<file path="config.mk">
export PLATFORM = sky130hd
export DESIGN_NAME = audio_i2s_tx
export DESIGN_NICKNAME = d
export VERILOG_FILES = /design/src/rtl/audio_pkg.sv /design/src/rtl/audio_bclk_gen.sv /design/src/rtl/audio_i2s_tx.sv
export SDC_FILE = /design/constraint.sdc
export NUM_CORES = 1
export LEC_CHECK = 0
export ABC_CLOCK_PERIOD_IN_PS = 1930
export BUFFER_PORTS_ARGS = -buffer_cell sky130_fd_sc_hd__buf_2
export CAP_MARGIN = 0
export CORE_MARGIN = 2
export CORE_UTILIZATION = 50
export CTS_CLUSTER_DIAMETER = 200
export DETAILED_ROUTE_END_ITERATION = 16
export HOLD_SLACK_MARGIN = 0.15
export PLACE_DENSITY = 0.71
export SETUP_SLACK_MARGIN = 0.3
export SLEW_MARGIN = 40
export SYNTH_ARGS = -nofsm -noshare
export SYNTH_HDL_FRONTEND = slang
export SYNTH_HIERARCHICAL = 1
export SYNTH_SLANG_ARGS = --single-unit
</file>
<file path="constraint.sdc">
create_clock -name Clk -period 1.93 [get_ports Clk]
set_input_delay 0.193 -clock Clk [delete_from_list [all_inputs] [get_ports Clk]]
set_output_delay 0.193 -clock Clk [all_outputs]
set_load 0.02 [all_outputs]
</file>
<file path="src/rtl/audio_pkg.sv">
// Shared audio playback definitions.
// Imported by the I2S transmitter and the address generator.
package audio_pkg;

  localparam int AUDIO_DATA_W     = 16;
  localparam int AUDIO_FRAME_BITS = 32;

  typedef enum logic [1:0] {
    IDLE,
    SETTLE,
    RUN
  } tx_state_t;

endpackage

</file>
<file path="src/rtl/audio_bclk_gen.sv">
// I2S bit clock divider.
// Strobes flag the cycle before BCLK toggles.
module audio_bclk_gen #(
  parameter int BCLK_DIV = 16
) (
  input  logic Clk,
  input  logic Reset_n,
  input  logic enable,
  output logic AUD_BCLK,
  output logic bclk_fall,
  output logic bclk_rise
);

  localparam int DW =
    (BCLK_DIV > 1) ? $clog2(BCLK_DIV) : 1;
  localparam logic [DW-1:0] DIV_LAST =
    DW'(BCLK_DIV - 1);

  logic [DW-1:0] div_q;
  logic          term;

  assign term      = enable
                   && (div_q == DIV_LAST);
  assign bclk_rise = term && !AUD_BCLK;
  assign bclk_fall = term && AUD_BCLK;

  always_ff @(posedge Clk or negedge Reset_n) begin
    if (!Reset_n) begin
      div_q    <= '0;
      AUD_BCLK <= 1'b0;
    end else if (!enable) begin
      div_q    <= '0;
      AUD_BCLK <= 1'b0;
    end else if (term) begin
      div_q    <= '0;
      AUD_BCLK <= ~AUD_BCLK;
    end else begin
      div_q <= div_q + DW'(1);
    end
  end

endmodule

</file>
<file path="src/rtl/audio_i2s_tx.sv">
// Left-justified mono I2S DAC transmitter.
// Start/settle FSM plus frame shifter and data_over handshake.
module audio_i2s_tx
  import audio_pkg::*;
#(
  parameter int BCLK_DIV    = 16,
  parameter int INIT_CYCLES = 1024,
  parameter int OVER_LEN    = 4
) (
  input  logic                    Clk,
  input  logic                    Reset_n,
  input  logic                    INIT,
  input  logic [AUDIO_DATA_W-1:0] sample_in,
  output logic                    INIT_FINISH,
  output logic                    data_over,
  output logic                    AUD_BCLK,
  output logic                    AUD_DACLRCK,
  output logic                    AUD_DACDAT
);

  localparam int SW =
    (INIT_CYCLES > 1) ? $clog2(INIT_CYCLES) : 1;
  localparam int OW =
    (OVER_LEN > 1) ? $clog2(OVER_LEN) : 1;
  localparam int BW = $clog2(AUDIO_FRAME_BITS);

  localparam logic [SW-1:0] SETTLE_LAST =
    SW'(INIT_CYCLES - 1);
  localparam logic [OW-1:0] OVER_LAST =
    OW'(OVER_LEN - 1);
  localparam logic [BW-1:0] BIT_LAST =
    BW'(AUDIO_FRAME_BITS - 1);
  localparam logic [BW-1:0] SLOT_LAST =
    BW'(AUDIO_FRAME_BITS / 2 - 1);

  tx_state_t               state_q;
  logic [SW-1:0]           settle_q;
  logic [BW-1:0]           bit_q;
  logic [OW-1:0]           over_q;
  logic [AUDIO_DATA_W-1:0] hold_q;
  logic [AUDIO_DATA_W-1:0] shift_q;
  logic                    run_en;
  logic                    bclk_fall;
  logic                    rise_unused;
  logic                    settle_done;
  logic                    frame_start;

  assign run_en      = (state_q == RUN) && INIT;
  assign settle_done = (state_q == SETTLE)
                     && (settle_q == SETTLE_LAST);
  assign frame_start = INIT
                     && (settle_done
                      || (state_q == RUN
                       && bclk_fall
                       && bit_q == BIT_LAST));
  assign AUD_DACDAT  = shift_q[AUDIO_DATA_W-1];

  audio_bclk_gen #(
    .BCLK_DIV (BCLK_DIV)
  ) u_bclk (
    .Clk       (Clk),
    .Reset_n   (Reset_n),
    .enable    (run_en),
    .AUD_BCLK  (AUD_BCLK),
    .bclk_fall (bclk_fall),
    .bclk_rise (rise_unused)
  );

  always_ff @(posedge Clk or negedge Reset_n) begin
    if (!Reset_n) begin
      state_q     <= IDLE;
      settle_q    <= '0;
      INIT_FINISH <= 1'b0;
    end else begin
      unique case (state_q)
        IDLE: begin
          settle_q    <= '0;
          INIT_FINISH <= 1'b0;
          if (INIT) begin
            state_q <= SETTLE;
          end
        end
        SETTLE: begin
          if (!INIT) begin
            state_q  <= IDLE;
            settle_q <= '0;
          end else if (settle_done) begin
            state_q     <= RUN;
            settle_q    <= '0;
            INIT_FINISH <= 1'b1;
          end else begin
            settle_q <= settle_q + SW'(1);
          end
        end
        RUN: begin
          if (!INIT) begin
            state_q     <= IDLE;
            INIT_FINISH <= 1'b0;
          end
        end
        default: begin
          state_q     <= IDLE;
          settle_q    <= '0;
          INIT_FINISH <= 1'b0;
        end
      endcase
    end
  end

  always_ff @(posedge Clk or negedge Reset_n) begin
    if (!Reset_n) begin
      hold_q      <= '0;
      shift_q     <= '0;
      bit_q       <= '0;
      over_q      <= '0;
      data_over   <= 1'b0;
      AUD_DACLRCK <= 1'b0;
    end else if (frame_start) begin
      hold_q      <= sample_in;
      shift_q     <= sample_in;
      bit_q       <= '0;
      over_q      <= '0;
      data_over   <= 1'b1;
      AUD_DACLRCK <= 1'b1;
    end else if (!run_en) begin
      hold_q      <= '0;
      shift_q     <= '0;
      bit_q       <= '0;
      over_q      <= '0;
      data_over   <= 1'b0;
      AUD_DACLRCK <= 1'b0;
    end else begin
      if (data_over) begin
        if (over_q == OVER_LAST) begin
          data_over <= 1'b0;
        end else begin
          over_q <= over_q + OW'(1);
        end
      end
      if (bclk_fall) begin
        bit_q <= bit_q + BW'(1);
        if (bit_q == SLOT_LAST) begin
          shift_q     <= hold_q;
          AUD_DACLRCK <= 1'b0;
        end else begin
          shift_q <= shift_q << 1;
        end
      end
    end
  end

endmodule
</file>
==> out/results.txt <==
Status: finished clean
Yosys Warn Count: 6
WP data required: 2.15 ns
Initial drt markers: 199
Die Ht: 80.80 um
Fin. max-slew vios: 0
Flop-to-flop setup slack: 0.06 ns
Initial core utilization: 52.59%
Drt pass-1 iters: 4
CTS max path bufs: 2
Slowest stage delay, CP: 0.39 ns
Routability Congestion: 0.7993
Grt total ovfl: 0
Initial antenna violation count: 0
Clk root buf: clkbuf_8
Via density: 5.465
Post-DRT Antenna Nets: 0
Pin count of the biggest net entering global routing: 60
RR Startpoint: bit_q[1]$_DFFE_PN0P_
Die area: 6529 sq um
Fin crit period: 1.871 ns
I/O Pins: 24
Cell Area, Synth: 2949 sq um
Number of port buffers: 23
Hpwl dp: 3.835 mm
Via Count: 2607
HP Class: in2reg
WHS: 0.1620 ns
Syn-to-layout area delta: 42.89%
Row cnt: 27
Core Util, Final: 75.15%
Worst R2R Path Depth: 9
Slew Limit Headroom: 76.99%
Hold Path Stages: 3
Total Routed Length: 8.003 mm
Post-route cell area: 4214 sq um
Worst-Skew Late Latency: 0.34 ns
Synthesized area per cell: 9.303 sq um
Multi-input logic area: 1657 sq um
Core region area: 5608 sq um
Max-cap viol count: 0
Syn_nets: 342
R2r endpoint: shift_q[1]$_DFFE_PN0P_
Crit path launch type: flop
Finish-stage setup viols: 0
Fillers: 380
Worst slew pin tran: 0.3443 ns
Critical Path Slowest Stage Cell: dfrtp_1
CTS tree: built
Worst Setup Slack, final: 0.05872 ns
Critical path fanouts, max: 7
IR drop worst, VDD: 0.4447 mV
First-pass GRT wire length: 11.40 mm
Critical Path Sink Type: flop
Overall power: 2.326 mW
CP Class: reg2reg
Final nets: 425
Register area: 1479 sq um
Power Density: 551.9 nW/um^2
Max frequency: 534.4 MHz
WL/cell: 16.78 um
Skew final: 0.01191 ns
Layout cell share with drive strength beyond 1: 37.38%
Vias in the first global route: 2468
Area after DPL: 3278 sq um
Residual DRC: 0
Crit path top cell by count: nand2_1
Pre-CTS setup slack: -0.05343 ns
CTS Buf Count: 9
RSZ-0062 raised after global routing: true
Leakage: 1.980 nW
Worst-path clk slew: 0.06 ns
Fin crit share: 96.96%
Die X: 80.80 um
CTS H-Tree Depth: 3
Gr usage total: 23.32%
Hold Startpoint: INIT
Final hold violation count: 0
Cell count after synthesis: 317
Worst-path cell chain: ha_2, and3_4, buf_4, ha_4, clkbuf_16, mux2i_1, nand2_1, nand2_1, a21oi_2
Hold Path End: shift_q[0]$_DFFE_PN0P_
Crit path DAT: 2.09 ns
Clk sinks: 59
## critical path: cells and delay by family (launching register included)
kind	cells	cell delay, ns
buffers and inverters	2	0.31
AOI/OAI and AO/OA	1	0.06
and+or+nand+nor	3	0.41
muxes	1	0.21
adders and majority gates	2	0.37
DFF	1	0.39
## layout make-up
type | count | share of cell area, %
Multi-Input combinational cell | 241 | 39.31
Sequential cell | 59 | 35.10
Timing Repair Buffer | 84 | 19.15
Clock buffer | 12 | 3.444
Tap cell | 72 | 2.138
Inverter | 5 | 0.4454
Clock inverter | 3 | 0.3563
Antenna cell | 1 | 0.05938
## metal layers
layer	track usage [%]	wire length, um	vias to the layer above
li1	-	-	1249
met1	30.88	3498	1270
met2	36.45	3968	73
met3	6.889	387	15
met4	8.644	148	0
met5	0	0	-
## what timing repair did
action	in CTS	in global routing
hold endpoints to repair	85	0
gates resized for setup	12	63
hold buffers	17	0
gates cloned	3	4
buffers inserted	10	15
pin swaps	7	36
endpoints found under the setup margin	45	47
## sequential cells by signal, summed over array words and instances (netlist names)
signal,count
INIT_FINISH,1
settle_q,10
shift_q,16
AUD_DACLRCK,1
bit_q,5
u_bclk/AUD_BCLK,1
data_over,1
over_q,2
state_q,2
u_bclk/div_q,4
hold_q,16
## through the flow
stage               TNS, ns  std cells
floorplan                 0        317
global placement          0        412
detailed placement  -0.1830        412
CTS                       0        457
global route              0        476
finish                    0        477
## report_power, final
group,switching (mW),leakage [nW],internal [mW]
logic,0.0570,1.08,0.0556
registers,0.00367,0.818,1.24
clock network,0.482,0.0860,0.488
total,0.543,1.98,1.78
## how the worst max path moves through the flow
stage	startpoint	endpoint	slack [ns]	cells past startpoint
finish	bit_q[1]$_DFFE_PN0P_	shift_q[1]$_DFFE_PN0P_	0.06	9
global route	bit_q[1]$_DFFE_PN0P_	shift_q[1]$_DFFE_PN0P_	0.0004	9
CTS	bit_q[0]$_DFFE_PN0P_	shift_q[6]$_DFFE_PN0P_	0.18	8
global placement	bit_q[0]$_DFFE_PN0P_	shift_q[8]$_DFFE_PN0P_	0.05	7
floorplan	state_q[0]$_DFFE_PN0P_	shift_q[11]$_DFFE_PN0P_	0.14	9
detailed placement	bit_q[0]$_DFFE_PN0P_	shift_q[6]$_DFFE_PN0P_	-0.05	7
## placed cells by master, fill, tap and decap left out, types with 3 or more instances in the layout
master         count
nor3_1             4
dfrtp_1           57
nand2_1           55
nand2_2           18
nor2_1            34
a21o_1             4
inv_1              3
o21ai_2            8
buf_12             6
nand3b_1           3
xor2_1             4
a21oi_2           11
o21ai_4            3
o21ai_0            9
clkbuf_8          10
clkbuf_16          4
nand2b_1           4
ha_4               4
buf_2             23
o21ai_1            8
dlygate4sd3_1     17
buf_4             26
a21oi_1           10
clkinv_2           3
buf_6              7
nand3_1            5
nand2_4            4
mux2i_1           18
Note: power is estimated with default switching activity, not from simulation.
